--- config.mk ---
export PLATFORM = sky130hd
export DESIGN_NAME = demux_rr_sched
export DESIGN_NICKNAME = d
export VERILOG_FILES = /design/src/rtl/demux_sched_pkg.sv /design/src/rtl/demux_rr_pick.sv /design/src/rtl/demux_rr_sched.sv
export SDC_FILE = /design/constraint.sdc
export NUM_CORES = 1
export LEC_CHECK = 0
export CAP_MARGIN = 5
export CORE_MARGIN = 3
export CORE_UTILIZATION = 36
export DETAILED_ROUTE_END_ITERATION = 12
export PLACE_DENSITY_LB_ADDON = 0.08
export SLEW_MARGIN = 20
export SYNTH_ARGS = -nofsm -noshare
export SYNTH_HDL_FRONTEND = slang
export SYNTH_SLANG_ARGS = --single-unit
--- constraint.sdc ---
create_clock -name clk -period 1.45 [get_ports clk]
set_input_delay 0.145 -clock clk [delete_from_list [all_inputs] [get_ports clk]]
set_output_delay 0.145 -clock clk [all_outputs]
set_load 0.1 [all_outputs]
--- src/rtl/demux_sched_pkg.sv ---
// Shared constants, state type and select decode for the round-robin demux scheduler.
// Combinational helpers only; no latency, no flow control.
package demux_sched_pkg;

    localparam int   NCH  = 4;
    localparam int   SELW = 2;
    localparam logic IDLE = 1'b0;
    localparam logic HOLD = 1'b1;

    typedef enum logic {
        ST_IDLE = IDLE,
        ST_HOLD = HOLD
    } state_t;

    function automatic logic [NCH-1:0] sel_onehot(input logic [SELW-1:0] s);
        logic [NCH-1:0] v;
        v    = '0;
        v[s] = 1'b1;
        return v;
    endfunction

endpackage

--- src/rtl/demux_rr_pick.sv ---
// Circular first-one finder: first enabled channel at or after ptr, wrapping 3->0.
// Purely combinational; none flags an all-zero mask.
module demux_rr_pick
    import demux_sched_pkg::*;
(
    input  logic [SELW-1:0] ptr,
    input  logic [NCH-1:0]  chan_en,
    output logic [SELW-1:0] nxt,
    output logic            none
);

    logic [SELW-1:0] idx;

    // Scan from the farthest offset back to ptr so the nearest enabled channel wins.
    always_comb begin
        nxt = ptr;
        idx = '0;
        for (int k = NCH - 1; k >= 0; k--) begin
            idx = ptr + SELW'(k);
            if (chan_en[idx]) begin
                nxt = idx;
            end
        end
    end

    assign none = ~|chan_en;

endmodule

--- src/rtl/demux_rr_sched.sv ---
// Round-robin 1-to-4 demux scheduler, one-word holding register, 1-cycle latency, full throughput.
// Word is held until the selected lane takes it; in_ready drops while stalled. DEMUX_SCHED_CNT_EN adds cnt_o.
module demux_rr_sched
    import demux_sched_pkg::*;
#(
    parameter int W  = 8
`ifdef DEMUX_SCHED_CNT_EN
    ,
    parameter int CW = 16
`endif
) (
    input  logic            clk,
    input  logic            rst_n,
    input  logic            in_valid,
    input  logic [W-1:0]    in_data,
    output logic            in_ready,
    input  logic [NCH-1:0]  chan_en,
    output logic [NCH-1:0]  out_valid,
    output logic [W-1:0]    out_data,
    input  logic [NCH-1:0]  out_ready,
`ifdef DEMUX_SCHED_CNT_EN
    output logic [NCH*CW-1:0] cnt_o,
`endif
    output logic [SELW-1:0] sel
);

    state_t          state_q, state_d;
    logic [W-1:0]    data_q,  data_d;
    logic [SELW-1:0] sel_q,   sel_d;
    logic [SELW-1:0] ptr_q,   ptr_d;

    logic [SELW-1:0] nxt;
    logic            none;
    logic            xfer;
    logic            accept;

    demux_rr_pick u_pick (
        .ptr     (ptr_q),
        .chan_en (chan_en),
        .nxt     (nxt),
        .none    (none)
    );

    assign xfer     = (state_q == ST_HOLD) && out_ready[sel_q];
    // rst_n gates in_ready so the producer never sees a handshake during reset.
    assign in_ready = rst_n && !none && ((state_q == ST_IDLE) || xfer);
    assign accept   = in_valid && in_ready;

    always_ff @(posedge clk or negedge rst_n) begin
        if (!rst_n) begin
            state_q <= ST_IDLE;
            data_q  <= '0;
            sel_q   <= '0;
            ptr_q   <= '0;
        end else begin
            state_q <= state_d;
            data_q  <= data_d;
            sel_q   <= sel_d;
            ptr_q   <= ptr_d;
        end
    end

    // ptr only moves on accept; a transfer or mask change leaves it alone.
    always_comb begin
        state_d = state_q;
        data_d  = data_q;
        sel_d   = sel_q;
        ptr_d   = ptr_q;
        if (accept) begin
            state_d = ST_HOLD;
            data_d  = in_data;
            sel_d   = nxt;
            ptr_d   = nxt + SELW'(1);
        end else if (xfer) begin
            state_d = ST_IDLE;
        end
    end

    assign out_valid = (state_q == ST_HOLD) ? sel_onehot(sel_q) : '0;
    assign out_data  = data_q;
    assign sel       = sel_q;

`ifdef DEMUX_SCHED_CNT_EN
    logic [CW-1:0] cnt_q [NCH];

    for (genvar i = 0; i < NCH; i++) begin : g_cnt
        always_ff @(posedge clk or negedge rst_n) begin
            if (!rst_n) begin
                cnt_q[i] <= '0;
            end else if (xfer && (sel_q == SELW'(i))) begin
                cnt_q[i] <= cnt_q[i] + CW'(1);
            end
        end
        assign cnt_o[i*CW +: CW] = cnt_q[i];
    end
`endif

endmodule

==> results_dict.tcl, run 1 <==
set metrics [dict create \
    globalRoute.busiestLayer "met2" \
    row_count 16 \
    capturing_element_type_of_the_critical_path "output port" \
    worst_relative_slew_slack_pct 78.5 \
    mappedNetlistNets 83 \
    cp_data_arrival_time_ns 1.60 \
    timing.critical_path.required_ns 1.31 \
    first_pass_drt_iterations 2 \
    numCtsBuffers 3 \
    finalWeightedCongestion 0.709 \
    grt_pass1_vias 680 \
    clk_pin_slew_ns 0.09 \
    synth-edff-count 0 \
    synth.distinct_cells 24 \
    floorplan.core_area_sq_mm 0.00198 \
    holdCritPathClass "primary input to async pin" \
    post-synth-top-area-fraction_pct 42.5 \
    floorplan.die_area_sq_mm 0.00272 \
    buffer_ports.inserted 33 \
    async_flop_share_pct 100 \
    hpwl_mm 1.49 \
    met3_usage_pct 3.72 \
    run_status "complete, but fails checks" \
    floorplan.initialDensity_pct 38.6 \
    design.final.nets 138 \
    ys_top_cells_by_count "dfrtp_1, mux2_4, nor2_1, inv_1, nand2b_1" \
    grt_antenna_before_repair 0 \
    postSynthRegisterBits 13 \
    timing.critical_path.cells "mux2_4 -> o22ai_4 -> buf_6 -> nor2_4 -> buf_12" \
    finish.cell_count_without_fillers 145 \
    global_route_wire_length_before_repair_mm 3.15 \
    drt-total-wl_mm 1.88 \
    insertedDiodeCount 0 \
    multi_input_logic_area_sq_um 452 \
    post_drt_wl_per_cell_um 13.0 \
    use_met2_pct 28.7 \
    clkLatencyLatePin_ns 0.28 \
    die-width_um 52.1 \
    vert_die_dim_um 52.1 \
    portion_of_the_post_synthesis_area_used_by_sequential_elements_pct 42.5 \
    sequential_cell_area_sq_um 333 \
    first_iter_violations 4 \
    max_freq_mhz 573 \
    finalClockSkew_ns 0.00587 \
    clock-sinks 13 \
    synth_top_cells_by_area "dfrtp_1, mux2_4, nor2_1" \
    grt-ovfl-total 0 \
    grtUsageMet1_pct 17.9 \
    failed_checks "setup timing" \
    worst_pin_slew_ns 0.321 \
    synth-main-ff-cell "dfrtp_1" \
    yosysMostFrequentCell "dfrtp_1" \
    grt_max_degree 14 \
    post-route-period-util_pct 120 \
    clk_path_buf_depth 2 \
    final_period_minus_worst_setup_slack_ns 1.74 \
    tritoncts "built" \
    track_usage_pct 16.0 \
    detailroute.via_count 693 \
    cts.htree.levels 1 \
    cap_violations 0 \
    timing.critical_path.slowest_cell_delay_ns 0.51 \
    timing.critical_path.fanout_max 3 \
    fraction_of_layout_instances_using_a_drive_strength_above_1_pct 52.5 \
    setup_ws_ns -0.295 \
    avgSynthCellArea_sq_um 12.0 \
    report.final.hold_viol_count 0 \
    timing.setup.critical_path_class "flip-flop to output port" \
    hold_buffers 0 \
    synthesis_to_layout_area_growth_pct 94.8 \
    slew_viol_final 0 \
    synthesis.area_sq_um 766 \
    placed_cells_incl_taps 135 \
    startpoint_type "flip-flop" \
    cts_root_buf "clkbuf_4" \
    detail-route-antenna-nets 0 \
    rr_worst_depth 6 \
    ioPinCount 34 \
    setup-violations-final 15 \
    slowest_stage "dfrtp_4" \
    layout.filler_cells 128 \
    via_per_inst 4.78 \
    synth_cells 64 \
    grt_setup_unrepaired "true" \
    synth_area_leader_cell "dfrtp_1" \
    yosys_warnings 0 \
    number_of_remaining_drc_errors 0 \
]
routing by layer:
layer  share of wire, %  vias up
li1                   -      335
met4                1.3        0
met2                 53       19
met3                5.6        2
met1                 40      337
met5                  0        -
critical path: cells and delay by family, from the launching register on:
family | cells | cell delay, ns
DFF | 1 | 0.51
buffers and inverters | 2 | 0.28
and+or+nand+nor | 1 | 0.04
muxes | 1 | 0.32
AOI/OAI and AO/OA | 1 | 0.17
state kept, by name, summed over array words and instances (netlist names):
signal,cells
sel,2
ptr_q,2
out_data,8
state_q,1
stage by stage:
| stage | hold slack, ns | utilization, % | setup WS, ns | instance area (sq um) | TNS [ns] |
|---|---|---|---|---|---|
| after floorplan | -0.151 | - | -0.389 | 813 | -4.94 |
| after global placement | 0.537 | 71.0 | -0.409 | 1410 | -4.72 |
| after detailed placement | 0.545 | 71.0 | -0.432 | 1410 | -4.81 |
| after CTS | 0.240 | 74.9 | -0.305 | 1480 | -3.68 |
| after global routing | 0.267 | 75.3 | -0.341 | 1490 | -4.37 |
| final | 0.250 | 75.3 | -0.295 | 1490 | -3.67 |
logic make-up after synthesis:
| group | synth area share (%) |
|---|---|
| and+or+nand+nor | 13.2 |
| xor gates and xnor gates | 1.14 |
| AOI/OAI and AO/OA | 12.9 |
| DFF | 42.5 |
| buffers and inverters | 4.41 |
| muxes | 25.8 |
repair_timing:
action                     CTS  global route
gates resized for setup      4             0
setup endpoints to repair   16            17
pin swaps                    3             1
setup buffers                5             1
layout make-up:
type / count / share of cell area (%)
timing repair buffer: 52 / 42.3
multi-input combinational: 45 / 30.3
sequential: 13 / 22.3
tap: 27 / 2.27
clock buffer: 3 / 1.51
inverter: 4 / 1.01
clock inverter: 1 / 0.336
placed cells by master, fill, tap and decap left out:
master	synthesis	final
inv_1	4	3
buf_12	0	15
nor2b_1	1	1
nor3b_1	1	1
nand2_1	1	1
dfrtp_4	0	2
a22o_1	1	1
nor2_4	1	6
o22ai_1	1	1
buf_6	0	2
nand2b_4	0	1
or2_4	1	1
nor2_1	9	4
clkdlybuf4s50_1	0	18
a21oi_1	2	2
nand3_1	1	1
dfrtp_1	13	11
o21ai_0	1	1
xnor2_1	1	1
inv_2	0	1
o311a_1	1	1
o22ai_4	1	1
buf_4	0	17
clkinv_2	0	1
mux2_1	2	2
clkbuf_4	0	3
mux2i_1	1	1
a211oi_1	3	3
nand2b_1	4	3
o41ai_2	1	1
mux2_4	11	11
final timing paths:
| kind | start | endpoint | slack (ns) |
|---|---|---|---|
| worst max register to register | sel[1] | out_data[2] | -0.29 |
| min in group clk | in_data[1] | out_data[1] | 0.46 |
| worst min register to register | out_data[1] | out_data[1] | 0.56 |
| worst min-delay path | rst_n | out_data[3] | 0.25 |
| max in group asynchronous | rst_n | sel[0] | 1.02 |
| worst max-delay path | sel[1] | in_ready | -0.29 |
Power of run 1 is left out: the tool's default activity adds up to more than one toggle a clock period on the data nets, which glitch-free logic cannot reach.
==> inputs of run 2 (changes only) <==
--- a/config.mk
+++ b/config.mk
@@ -9,7 +9,7 @@
 export CORE_MARGIN = 3
 export CORE_UTILIZATION = 36
 export DETAILED_ROUTE_END_ITERATION = 12
-export PLACE_DENSITY_LB_ADDON = 0.08
+export PLACE_DENSITY = 0.82
 export SLEW_MARGIN = 20
 export SYNTH_ARGS = -nofsm -noshare
 export SYNTH_HDL_FRONTEND = slang
==> run 2 against run 1 <==
The run still ends with setup timing left. Sequential share of layout area increased by 0.40 points. Flip-flop and latch count unchanged. Highest routed layer unchanged. Global-route usage increased by 2.0 points. Utilization decreased by 1.3 points. Critical path type is now flip-flop to flip-flop.
==> results_dict.tcl, run 2 (synthesis gave the netlist of run 1 again) <==
set metrics [dict create \
    run_status "complete, but fails checks" \
    failed_checks "setup timing" \
    rr_worst_depth 6 \
    capturing_element_type_of_the_critical_path "flip-flop" \
    tritoncts "built" \
    layout.cells.most_common "clkdlybuf4s50_1" \
    floorplan.initialDensity_pct 38.6 \
    setup_ws_ns -0.318 \
    drt-total-wl_mm 2.10 \
    r2r-start "sel[1]" \
    multi_input_logic_area_sq_um 452 \
    hpwl_mm 1.63 \
    grt_pass1_vias 739 \
    ioPinCount 34 \
    row_count 16 \
    cap_violations 0 \
    worst_pin_slew_ns 0.325 \
    post_drt_wl_per_cell_um 15.0 \
    timing.critical_path.required_ns 1.61 \
    post-route-period-util_pct 122 \
    timing.setup.critical_path_class "flip-flop to flip-flop" \
    grt_setup_unrepaired "true" \
    clock-sinks 13 \
    sequential_cell_area_sq_um 333 \
    clk_path_buf_depth 2 \
    grt_antenna_before_repair 0 \
    numCtsBuffers 3 \
    grt_max_degree 14 \
    cts_root_buf "clkbuf_4" \
    clkLatencyLatePin_ns 0.27 \
    grt-ovfl-total 0 \
    fraction_of_layout_instances_using_a_drive_strength_above_1_pct 49.6 \
    first_iter_violations 28 \
    timing.critical_path.fanout_max 5 \
    finalWeightedCongestion 0.803 \
    number_of_remaining_drc_errors 0 \
    r2r_slack_ns -0.32 \
    cp_data_arrival_time_ns 1.93 \
    floorplan.die_area_sq_mm 0.00272 \
    startpoint_type "flip-flop" \
    vert_die_dim_um 52.1 \
    setup-violations-final 15 \
    via_per_inst 5.06 \
    track_usage_pct 18.0 \
    insertedDiodeCount 0 \
    finalHoldWorstSlack_ns 0.229 \
    floorplan.core_area_sq_mm 0.00198 \
    detailroute.via_count 709 \
    r2r_end "ptr_q[1]" \
    report.final.hold_viol_count 0 \
    total_negative_slack_ns -3.74 \
    max_freq_mhz 566 \
    die-width_um 52.1 \
    synthesis_to_layout_area_growth_pct 91.3 \
    final_period_minus_worst_setup_slack_ns 1.77 \
    largest_register_ffs 8 \
    holdCritPathClass "primary input to async pin" \
    detail-route-antenna-nets 0 \
    layout.filler_cells 110 \
    slew_viol_final 0 \
    first_pass_drt_iterations 4 \
    clk_pin_slew_ns 0.07 \
    buffer_ports.inserted 33 \
    most-common-layout-cells "clkdlybuf4s50_1, buf_12, mux2_4, dfrtp_1, buf_4" \
    global_route_wire_length_before_repair_mm 3.51 \
    worst_relative_slew_slack_pct 78.2 \
    cts.htree.levels 1 \
    design.final.nets 133 \
    finalClockSkew_ns 0.00414 \
]
run 2: critical path, cell delays in order (launching register included):
cell and delay, ns:
dfrtp_4 0.50, mux2_4 0.33, o22ai_4 0.17, buf_4 0.15
nor2_4 0.04, buf_4 0.16, mux2_4 0.30
run 2: what timing repair did:
item,in CTS,in global routing
hold buffers,0,0
setup endpoints to repair,16,17
setup buffers,3,0
gates resized for setup,4,0
pin swaps,3,1
run 2: through the flow:
| stage | cells | utilization, % | setup WS, ns | instance area (sq um) |
|---|---|---|---|---|
| 2_1_floorplan | 64 | - | -0.389 | 813 |
| 4_1_cts | 140 | 73.9 | -0.300 | 1470 |
| 5_1_grt | 140 | 73.9 | -0.350 | 1470 |
| 3_3_place_gp | 133 | 70.2 | -0.378 | 1390 |
| 3_5_place_dp | 133 | 70.2 | -0.445 | 1390 |
| 6_report | 140 | 73.9 | -0.318 | 1470 |
run 2: routing by layer:
layer  vias up  track usage (%)  part of all wire [%]  routed length [um]
met3         4             2.58                   4.8                 100
met2        35             33.7                    56                1180
met4         0             9.17                   2.2                  46
li1        327                -                     -                   -
met1       343             19.3                    37                 770
met5         -                0                     0                   0
run 2: layout make-up:
type                            count  share of cell area, %
Sequential cell                    13                   22.7
Inverter                            4                   1.02
Multi-Input combinational cell     45                   30.8
Clock buffer                        4                   1.79
Tap cell                           27                   2.31
Timing Repair Buffer               47                   41.3
run 2: how the worst max path moves through the flow:
| stage | start | end |
|---|---|---|
| floorplan | sel[1] | out_data[2] |
| global placement | chan_en[3] | out_data[1] |
| detailed placement | chan_en[3] | out_data[1] |
| CTS | sel[1] | out_data[3] |
| global route | sel[1] | out_data[3] |
| finish | sel[1] | ptr_q[1] |
Power of run 2 is left out for the same reason.
==> inputs of run 3 (changes only) <==
--- a/config.mk
+++ b/config.mk
@@ -9,7 +9,7 @@
 export CORE_MARGIN = 3
 export CORE_UTILIZATION = 36
 export DETAILED_ROUTE_END_ITERATION = 12
-export PLACE_DENSITY = 0.82
+export PLACE_DENSITY = 0.73
 export SLEW_MARGIN = 20
 export SYNTH_ARGS = -nofsm -noshare
 export SYNTH_HDL_FRONTEND = slang
==> run 3 against run 2 <==
The run still ends with setup timing left. Die area unchanged. Worst setup slack improved by 0.0051 ns. Critical endpoint is now sel[0]. Critical path type unchanged. Worst hold slack improved by 0.019 ns. Clock-buffer cell count decreased by 1.
==> results_dict.tcl, run 3 (synthesis gave the netlist of run 1 again) <==
set metrics [dict create \
    run_status "complete, but fails checks" \
    failed_checks "setup timing" \
    report.final.hold_viol_count 0 \
    first_pass_drt_iterations 4 \
    slowest_stage "dfrtp_4" \
    path_buf_inv 2 \
    tritoncts "built" \
    most-common-layout-cells "clkdlybuf4s50_1, buf_12, mux2_4" \
    vert_die_dim_um 52.1 \
    buffer_ports.inserted 33 \
    cts.htree.levels 1 \
    drt-total-wl_mm 2.04 \
    insertedDiodeCount 0 \
    detailroute.via_count 704 \
    clock-sinks 13 \
    clk_pin_slew_ns 0.09 \
    met2_wirelength_mm 1.06 \
    fraction_of_layout_instances_using_a_drive_strength_above_1_pct 53.4 \
    cts_root_buf "clkbuf_4" \
    grt_max_degree 14 \
    worst_relative_slew_slack_pct 77.0 \
    timing.critical_path.fanout_max 5 \
    cp_data_arrival_time_ns 1.93 \
    met3RoutedLength_um 81 \
    layout.cells.most_common "clkdlybuf4s50_1" \
    largest_register_ffs 8 \
    cp_common_cell "mux2_4" \
    placed_cells_incl_taps 134 \
    pre_cts_ws_ns -0.455 \
    finalHoldWorstSlack_ns 0.248 \
    setup-violations-final 15 \
    power_leakage_nw 0.668 \
    r2r_slack_ns -0.31 \
    post-route-period-util_pct 122 \
    cap_violations 0 \
    hpwl_mm 1.51 \
    synthesis_to_layout_area_growth_pct 98.5 \
    top_layer "met4" \
    detail-route-antenna-nets 0 \
    clk_path_buf_depth 2 \
    r2r-start "sel[1]" \
    ir_drop_v 0.00232 \
    floorplan.core_area_sq_mm 0.00198 \
    design_power_total_mw 3.88 \
    finalWeightedCongestion 0.699 \
    power.density_cell_area_mw_per_mm2 2550 \
    timing.critical_path.slowest_cell_delay_ns 0.50 \
    grt_antenna_before_repair 0 \
    rr_worst_depth 6 \
    grt_setup_unrepaired "true" \
    die-width_um 52.1 \
    numCtsBuffers 3 \
    timing.critical_path.required_ns 1.62 \
    slew_viol_final 0 \
    floorplan.initialDensity_pct 38.6 \
    final_core_utilization_pct 76.7 \
    r2r_end "sel[0]" \
    clkLatencyLatePin_ns 0.28 \
    post_drt_wl_per_cell_um 14.2 \
    first_iter_violations 11 \
    row_count 16 \
    capturing_element_type_of_the_critical_path "flip-flop" \
    final_period_minus_worst_setup_slack_ns 1.76 \
    timing.setup.critical_path_class "flip-flop to flip-flop" \
    timing.critical_path.cells "mux2_4 -> o22ai_4 -> buf_4 -> nor2_4 -> buf_16 -> mux2_4" \
    finish.cell_count_without_fillers 143 \
    via_per_inst 4.92 \
    holdCritPathClass "primary input to async pin" \
    grt-ovfl-total 0 \
    wl_met1_um 879 \
    finalClockSkew_ns 0.00264 \
    ioPinCount 34 \
    track_usage_pct 16.8 \
    max_freq_mhz 567 \
    grt_pass1_vias 760 \
    cpLargestDelayFamily "multiplexers" \
    startpoint_type "flip-flop" \
    design.final.nets 136 \
    global_route_wire_length_before_repair_mm 3.42 \
    setup_ws_ns -0.313 \
    floorplan.die_area_sq_mm 0.00272 \
    worst_pin_slew_ns 0.342 \
    number_of_remaining_drc_errors 0 \
]
run 3: worst max path at each step:
stage	start	slack, ns	cells after the start	end
detailed placement	chan_en[3]	-0.45	5	out_data[0]
floorplan	sel[1]	-0.39	5	out_data[2]
CTS	sel[1]	-0.33	5	in_ready
finish	sel[1]	-0.31	6	sel[0]
global route	sel[1]	-0.36	5	in_ready
global placement	chan_en[3]	-0.41	5	out_data[1]
run 3: metal layers:
metal / global-route usage, % / up-vias
met5: 0 / -
met4: 6.55 / 0
met3: 1.72 / 2
met2: 30.1 / 26
met1: 20.3 / 347
li1: - / 329
run 3: through the flow:
stage	cell area (sq um)	setup TNS, ns
floorplan	813	-4.94
global placement	1400	-4.57
detailed placement	1400	-4.95
CTS	1510	-2.78
global route	1520	-4.45
finish	1520	-3.84
run 3: layout make-up:
type                       count  area [sq um]
clock buffer                   3          22.5
clock inverter                 1          5.00
fill                         107           462
inverter                       4          15.0
multi-input combinational     45           459
sequential                    13           333
tap                           27          33.8
timing repair buffer          50           652
run 3: what timing repair did:
action,CTS,global route
resized for setup,8,0
hold buffers,0,0
buffers inserted,3,1
endpoints found under the setup margin,16,17
pin swaps,2,3
gates cloned,1,0
run 3: report_power, final:
group / internal [mW] / switching (mW)
combinational: 1.24 / 1.67
clock: 0.102 / 0.127
sequential: 0.540 / 0.204
total: 1.88 / 2.00
Power figures use the tool's default switching activity.
